## src/rtl/pc_unit.sv

```systemverilog
// IF-stage fetch-address register: next-PC selection with exception entry, ERET,
// a one-entry pending-redirect buffer for redirects raised under stall, and a fetch fault flag.
module pc_unit #(
    parameter int               WIDTH     = 32,
    parameter logic [WIDTH-1:0] RESET_VEC = WIDTH'(32'h0000_3000),
    parameter logic [WIDTH-1:0] EXC_VEC   = WIDTH'(32'h0000_4180),
    parameter logic [WIDTH-1:0] IMEM_LO   = WIDTH'(32'h0000_3000),
    parameter logic [WIDTH-1:0] IMEM_HI   = WIDTH'(32'h0000_6FFC)
) (
    input  logic             clk,
    input  logic             reset,
    input  logic             stall,
    input  logic             redir_valid,
    input  logic [WIDTH-1:0] redir_target,
    input  logic             exc_req,
    input  logic             eret_req,
    input  logic [WIDTH-1:0] epc,
    output logic [WIDTH-1:0] pc,
    output logic [WIDTH-1:0] pc_plus4,
    output logic             pend_valid,
    output logic             fetch_exc
);

    logic [WIDTH-1:0] pc_q, pc_d;
    logic [WIDTH-1:0] pend_target_q, pend_target_d;
    logic             pend_valid_q, pend_valid_d;

    assign pc_plus4 = pc_q + WIDTH'(4);

    always_comb begin
        // NOTE: every next-state value gets a default first so no branch can leave it unassigned (no latches).
        pc_d          = pc_plus4;
        pend_valid_d  = pend_valid_q;
        pend_target_d = pend_target_q;

        if (exc_req) begin
            pc_d         = EXC_VEC;
            pend_valid_d = 1'b0;
        end else if (eret_req) begin
            pc_d         = epc;
            pend_valid_d = 1'b0;
        end else if (stall) begin
            pc_d = pc_q;
            // A newer redirect simply replaces whatever was parked.
            if (redir_valid) begin
                pend_target_d = redir_target;
                pend_valid_d  = 1'b1;
            end
        end else if (redir_valid) begin
            pc_d         = redir_target;
            pend_valid_d = 1'b0;
        end else if (pend_valid_q) begin
            pc_d         = pend_target_q;
            pend_valid_d = 1'b0;
        end
    end

    // NOTE: state is updated with non-blocking assignments so all flops sample pre-edge values together.
    always_ff @(posedge clk or posedge reset) begin
        if (reset) begin
            pc_q          <= RESET_VEC;
            pend_valid_q  <= 1'b0;
            pend_target_q <= '0;
        end else begin
            pc_q          <= pc_d;
            pend_valid_q  <= pend_valid_d;
            pend_target_q <= pend_target_d;
        end
    end

    assign pc         = pc_q;
    assign pend_valid = pend_valid_q;
    assign fetch_exc  = (pc_q[1:0] != 2'b00) || (pc_q < IMEM_LO) || (pc_q > IMEM_HI);

endmodule

```

## config.mk

```make
export PLATFORM = sky130hd
export DESIGN_NAME = pc_unit
export DESIGN_NICKNAME = d
export VERILOG_FILES = /design/src/rtl/pc_unit.sv
export SDC_FILE = /design/constraint.sdc
export NUM_CORES = 1
export LEC_CHECK = 0
export ABC_AREA = 1
export ABC_CLOCK_PERIOD_IN_PS = 2700
export CAP_MARGIN = 20
export CORE_MARGIN = 2
export CORE_UTILIZATION = 45
export CTS_CLUSTER_SIZE = 14
export DETAILED_ROUTE_END_ITERATION = 7
export PLACE_DENSITY = 0.82
export SYNTH_ARGS = -nofsm -noshare
export SYNTH_HDL_FRONTEND = slang
export SYNTH_SLANG_ARGS = --single-unit
```

## constraint.sdc

```tcl
create_clock -name clk -period 2.7 [get_ports clk]
set_clock_uncertainty 0.05 [all_clocks]
set_input_delay 0.54 -clock clk [delete_from_list [all_inputs] [get_ports clk]]
set_output_delay 0.54 -clock clk [all_outputs]
set_load 0.005 [all_outputs]
```

## Yosys cells after proc, flatten, opt, wreduce, memory -nomap -nowiden

Cells that the tools add are included.

- Add/subtract/negate cells: 1
- $mul: 0
- Div/mod/pow operators: 0
- $lt $le $gt $ge: 2
- Eq/ne operators: 2
- Shifts and indexed selects: 0
- Multiplexer cells: 9
- Bitwise gates (word level): 2
- Reductions and logical operators: 4

Operators with widths:

| kind | count |
|---|---|
| 32-bit 2-to-1 mux | 5 |
| 32-bit by 3-bit adder with 32-bit output, second input constant | 1 |
| 32-bit by 15-bit > comparator with 1-bit output, second input constant | 1 |
| 32-bit by 14-bit less-than comparator with 1-bit output, second input constant | 1 |
| 1-bit 2-to-1 mux | 4 |
| 4-bit by 1-bit != test with 1-bit output, second input constant | 1 |
| 4-bit AND reduction | 1 |
| 3-bit by 1-bit != test with 1-bit output, second input constant | 1 |
| 1-bit logical OR | 2 |
| 1-bit NOT | 2 |
| 2-bit nonzero test | 1 |

- Flip-flop bits (word level): 65
- Latch bits: 0
- Memory bits (writable): 0
- ROM bits: 0
- Input port bits: 70
- Output and inout bits: 66
- Word-level logic and storage cells: 23
- Memories: 0

## Depth between registers and ports, before layout

Gate-level depths: netlist of the first run.

- Depth after elaboration: 6
- Depth in mapped cells: 12

## Worst setup path after synthesis of the first run

OpenSTA, ideal clock, no wires.

- Kind: register to output
- From: register pc_q[3], in the netlist pc[3]
- To: output port pc_plus4[22]
- Arrival time: 1239 ps
- Path slack: 871 ps
- Cell stages (with the launch flop): 9
- Buffers on the path: 0
- Cell sequence: dfrtp_1 ha_1 nand2_1 nor2_4 nand2_4 nor2_4 nand2_1 nand2_1 nand2_2

- Cells in the longest elaborated chain, start to end: 1

RTL lines:

| element | RTL line | text |
|---|---|---|
| start: declaration | 24 | `logic [WIDTH-1:0] pc_q, pc_d;` |
| start signal: assignment | 65 | `pc_q <= pc_d;` |
| 32-bit by 3-bit adder with 32-bit output | 28 | `assign pc_plus4 = pc_q + WIDTH'(4);` |
| end: declaration | 19 | `output logic [WIDTH-1:0] pc_plus4,` |

No other way between the ends.

## Worst setup path in the final report of the first run

- From: register pc_q[12], in the netlist pc[12]
- To: output port pc_plus4[29]

Same word-level chain as after synthesis.

==> results.sh, run 1 <==
export IMPL_crit_fanout=4
export IMPL_violations="setup timing"
export IMPL_cp_startpoint="pc[12]"
export IMPL_synth_most_common_cell="nand2_1"
export IMPL_criticalPathCategory="reg2out"
export IMPL_drtIter0Drc=423
export IMPL_synth_top_area_share_pct=36.4
export IMPL_setup_violations_final=4
export IMPL_period_share_pct=103
export IMPL_antenna_left=0
export IMPL_synth_ff_type="dfrtp_1"
export IMPL_die_h_um=102
export IMPL_ys_ff_latch=65
export IMPL_clkSlewWorstSetupHoldPaths_ps=80
export IMPL_die_area_sq_mm=0.0104
export IMPL_crit_cells=7
export IMPL_cts_tree="built"
export IMPL_async_flop_share_pct=100
export IMPL_min_period_ps=2770
export IMPL_crit_path_end="pc_plus4[29]"
export IMPL_crit_chain="nand2_2, nor2_4, inv_1, nor2_4, nand3_1, nand2_2, clkdlybuf4s50_1"
export IMPL_end_kind="output port"
export IMPL_cts_root_buf="clkbuf_8"
export IMPL_whs_path_depth=2
export IMPL_place_gp_congestion=1.01
export IMPL_reg2regPathDepth=13
export IMPL_grt_pass1_wl_um=22100
export IMPL_synth_distinct_cells=33
export IMPL_dp_cells=865
export IMPL_num_vias=4925
export IMPL_gr_usage_all_layers_pct=27.0
export IMPL_final_cells=907
export IMPL_final_max_slew_viol_count=0
export IMPL_setup_slack_ps=-74.5
export IMPL_wl_um=14600
export IMPL_antenna_found_initial=0
export IMPL_overflow=0
export IMPL_post_route_util_pct=68.9
export IMPL_cellPowerDensity_mw_per_mm2=468
export IMPL_start_util_pct=46.7
export IMPL_power_total_mw=2.99
export IMPL_cts_hold_buf=0
export IMPL_dp_slack_ps=193
export IMPL_grt_pass1_vias=4571
export IMPL_crit_buf_inv=2
export IMPL_ir_drop_mv=0.251
export IMPL_status="complete, but fails checks"
export IMPL_yosysTopAreaCell="dfrtp_1"
export IMPL_drt_pass1_iterations=5
export IMPL_layout_drive_gt1_share_pct=19.2
export IMPL_antenna_cells=0
export IMPL_yosysSeqAreaShare_pct=37.6
export IMPL_dp_final_hpwl_um=10300
export IMPL_port_buffers=135
export IMPL_regToRegEndpoint="pc[25]"
export IMPL_rows=35
export IMPL_wl_per_cell_um=16.1
export IMPL_power_leakage_nw=3.02
export IMPL_hold_class="reg2reg"
export IMPL_nets=844
export IMPL_ctsHtreeMaxLevel=3
export IMPL_avgSynthCellArea_sq_um=7.07
export IMPL_synth_nets=684
export IMPL_grt_max_degree=66
export IMPL_synth_edff_count=0
export IMPL_die_w_um=102
export IMPL_tightestPinTransition_ps=529
export IMPL_syn2layout_area_growth_pct=47.6
export IMPL_clock_sinks=65
export IMPL_r2r_start="pc[8]"
export IMPL_critPathTopFamily="simple AND/OR/NAND/NOR gates"
export IMPL_pin_count=136
export IMPL_synth_warnings=0
export IMPL_crit_slowest_cell="dfstp_2"
export IMPL_crit_path_start_kind="flop"
export IMPL_synth_area_sq_mm=0.00433
export IMPL_insertion_delay_ps=350
export IMPL_fp_coreArea_sq_mm=0.00928
export IMPL_max_cap_viol_count=0
export IMPL_yosys_top_cells_area="dfrtp_1 36%, nand2_1 19%, mux2_2 7.3%, nor2_1 7.2%, inv_1 4.8%"
export IMPL_worstPathArrival_ps=2180
export IMPL_synthTopCellsByCount="217 x nand2_1, 83 x nor2_1, 63 x dfrtp_1"
export IMPL_netlist_instances=613
export IMPL_drc=0
export IMPL_cts_buffers=9
export IMPL_clk_path_buf_depth=2
export IMPL_hold_viol=0
export IMPL_max_freq_mhz=360
export IMPL_cp_required_ps=2110
export IMPL_slew_headroom_pct=64.8
export IMPL_r2r_slack_ps=800
export IMPL_finalSetupTns_ps=-189
export IMPL_max_stage_delay_ps=610
export IMPL_rsz0062_at_grt="true"
export IMPL_via_per_inst=5.43
==> what timing repair did <==
action | 4_1_cts | 5_1_grt
buffers inserted | 13 | 13
pin swaps | 9 | 9
setup endpoints to repair | 22 | 23
gates resized for setup | 30 | 44
==> worst min path at each step <==
stage / from / end / slack (ps)
final: pend_target_q[3] / pend_target_q[3] / 460
after global routing: pend_target_q[29] / pend_target_q[29] / 470
after CTS: pend_target_q[3] / pend_target_q[3] / 450
after detailed placement: pend_target_q[3] / pend_target_q[3] / 430
after global placement: pend_target_q[7] / pend_target_q[7] / 420
after floorplan: pend_target_q[14] / pend_target_q[14] / 400
==> routing by layer <==
metal | global-route usage [%] | wire, um | vias to the layer above
met5 | 0 | 0 | -
met4 | 7.08 | 312 | 0
met3 | 5.54 | 1370 | 31
met2 | 44.7 | 6970 | 300
met1 | 36.3 | 5920 | 2297
li1 | - | - | 2297
==> placed cells by master (no fill, tap or decap), drive strengths merged <==
cell,instances
dfrtp,63
a2111oi,1
o21bai,4
nand4,6
inv,59
dlymetal6s2s,14
nor4,1
o22ai,17
a221oi,13
o211ai,2
ha,1
buf,36
clkbuf,12
nor2,96
clkinv,4
nand2,228
o21a,2
clkinvlp,1
o21ai,25
clkdlybuf4s50,117
o221ai,1
a21oi,11
xnor2,5
nand3,23
xor2,2
dfstp,2
mux2,28
bufinv,2
dlygate4sd2,2
==> power by group <==
part           internal (mW)  leakage, nW  switching (mW)
combinational          0.438         2.13           0.369
clock                  0.516        0.106           0.418
sequential              1.12        0.790           0.129
==> final cells by class <==
type | instances | area, sq um
Clock buffer | 10 | 128
Tap cell | 129 | 161
Sequential cell | 65 | 1640
Multi-Input combinational cell | 466 | 2500
Inverter | 60 | 228
Clock inverter | 6 | 82.6
Timing Repair Buffer | 171 | 1660
Fill cell | 788 | 2890
==> worst min-delay path, stage by stage (launching register included) <==
cell and delay, ps:
dfrtp_1 350, nand2_1 50, o21ai_0 60
==> metrics by stage <==
stage               hold slack, ps  instance area [sq um]
floorplan                      403                   4330
global placement               421                   5810
detailed placement             431                   5810
CTS                            448                   6200
global route                   467                   6400
finish                         455                   6400
==> cells by family after synthesis <==
family | count (synthesis) | synth area share (%)
flops | 65 | 37.6
simple gates | 354 | 34.4
compound gates | 76 | 11.0
xor+xnor | 7 | 1.41
mux | 28 | 7.27
fa+ha+maj | 1 | 0.289
buf+inv | 82 | 8.03
==> state kept, by name, summed over array words and instances (netlist names) <==
| name | cells |
|---|---|
| pend_valid | 1 |
| pend_target_q | 32 |
| pc | 32 |
Power figures use the tool's default switching activity.
==> run 2, diff against run 1 <==
- ABC_CLOCK_PERIOD_IN_PS: 2700 -> 3300
- clock period: 2.7 -> 3.3 ns (I/O delays scaled with it)
==> results.sh, run 2 (synthesis gave the netlist of run 1 again) <==
export IMPL_die_h_um=102
export IMPL_pin_count=136
export IMPL_cts_tree="built"
export IMPL_period_share_pct=96.7
export IMPL_end_kind="output port"
export IMPL_cellPowerDensity_mw_per_mm2=404
export IMPL_final_cell_mix="217 x nand2_1, 135 x clkdlybuf4s50_1, 83 x nor2_1"
export IMPL_start_util_pct=46.7
export IMPL_clkSlewWorstSetupHoldPaths_ps=80
export IMPL_dp_final_hpwl_um=10500
export IMPL_min_period_ps=3190
export IMPL_clock_sinks=65
export IMPL_max_stage_delay_ps=610
export IMPL_antenna_left=0
export IMPL_tightestPinTransition_ps=622
export IMPL_criticalPathCategory="reg2out"
export IMPL_ir_drop_mv=0.312
export IMPL_nets=813
export IMPL_hold_class="reg2reg"
export IMPL_crit_buf_inv=1
export IMPL_layout_drive_gt1_share_pct=10.7
export IMPL_rsz0062_at_grt="false"
export IMPL_via_per_inst=5.27
export IMPL_wl_um=13800
export IMPL_rows=35
export IMPL_crit_slowest_cell="a2111oi_0"
export IMPL_critPathTopFamily="compound AO/OA/AOI/OAI gates"
export IMPL_fp_coreArea_sq_mm=0.00928
export IMPL_dp_slack_ps=490
export IMPL_cts_repair_resized=0
export IMPL_slew_headroom_pct=57.5
export IMPL_clk_path_buf_depth=2
export IMPL_cts_buffers=9
export IMPL_ctsHtreeMaxLevel=3
export IMPL_gr_usage_all_layers_pct=27.2
export IMPL_setup_violations_final=0
export IMPL_antenna_found_initial=0
export IMPL_worstPathArrival_ps=2480
export IMPL_num_vias=4617
export IMPL_crit_fanout=5
export IMPL_die_area_sq_mm=0.0104
export IMPL_seq_area_sq_mm=0.00163
export IMPL_final_common_cell="nand2_1"
export IMPL_place_gp_congestion=0.938
export IMPL_port_buffers=135
export IMPL_post_cts_setup_buffers=0
export IMPL_max_cap_viol_count=0
export IMPL_drt_pass1_iterations=5
export IMPL_grt_max_degree=38
export IMPL_cts_hold_buf=0
export IMPL_crit_chain="nand2_1, a2111oi_0, o211ai_1, clkdlybuf4s50_1"
export IMPL_drc=0
export IMPL_nFillCells=840
export IMPL_status="complete, no violations"
export IMPL_hold_viol=0
export IMPL_drtIter0Drc=317
export IMPL_grt_pass1_vias=4543
export IMPL_cp_required_ps=2590
export IMPL_grt_pass1_wl_um=22100
export IMPL_overflow=0
export IMPL_final_max_slew_viol_count=0
export IMPL_die_w_um=102
export IMPL_antenna_cells=0
export IMPL_finalSetupTns_ps=0
export IMPL_crit_path_start_kind="flop"
export IMPL_cts_root_buf="clkbuf_8"
export IMPL_insertion_delay_ps=360
export IMPL_wl_per_cell_um=15.8
export IMPL_max_freq_mhz=313
export IMPL_setup_slack_ps=110
export IMPL_power_leakage_nw=2.67
export IMPL_multi_input_area_sq_mm=0.00236
export IMPL_syn2layout_area_growth_pct=38.9
-- run 2: final timing paths --
kind	end	start	cells past startpoint	slack, ps
min reg2reg	pend_target_q[14]	pend_target_q[14]	2	440
min	pend_target_q[14]	pend_target_q[14]	2	440
max	fetch_exc	pc[12]	4	110
min in group asynchronous	pend_target_q[8]	reset	2	660
max reg2reg	pc[26]	pc[3]	12	1420
max in group asynchronous	pc[21]	reset	3	1900
-- run 2: worst reg2reg max path, stage by stage (launching register included) --
cell and delay (ps):
dfrtp_1 440, ha_1 250, nand2_1 100, nor2_4 170, nand2_4 110, nor2_4 190
nand2_1 70, nand2_1 70, nand2_2 70, nand2_1 90, nand2_1 60, nand2_1 60
nand2_1 40
-- run 2: metrics by stage --
step	hold slack [ps]	instances	util, %	instance area (sq um)	total power [mW]
2_1_floorplan	403	613	-	4330	1.31
6_report	445	876	64.8	6020	2.43
4_1_cts	446	876	64.8	6020	2.44
3_3_place_gp	420	860	62.4	5790	1.63
3_5_place_dp	428	860	62.4	5790	1.65
5_1_grt	472	876	64.8	6020	2.55
-- run 2: final cells by class --
| cell class | instances | area share (%) |
|---|---|---|
| Timing Repair Buffer | 140 | 23.5 |
| Inverter | 60 | 3.78 |
| Clock buffer | 10 | 2.29 |
| Sequential cell | 65 | 27.1 |
| Multi-Input combinational cell | 466 | 39.2 |
| Clock inverter | 6 | 1.52 |
| Tap cell | 129 | 2.68 |
-- run 2: metal layers --
layer  track usage [%]  vias up  wire length [um]
li1                  -     2232                 -
met1              37.7     2149              5960
met2              44.3      210              6440
met3              5.13       26              1140
met4              6.77        0               259
met5                 0        -                 0
-- run 2: power breakdown --
part	switching (mW)	internal (mW)	total, mW
combinational	0.275	0.342	0.617
clock	0.348	0.447	0.795
sequential	0.105	0.918	1.02
==> run 3, diff against run 2 <==
- HOLD_SLACK_MARGIN: not set -> 0.05
==> results of run 3 <==
Final layout, timing and power as in run 2 (identical DEF).
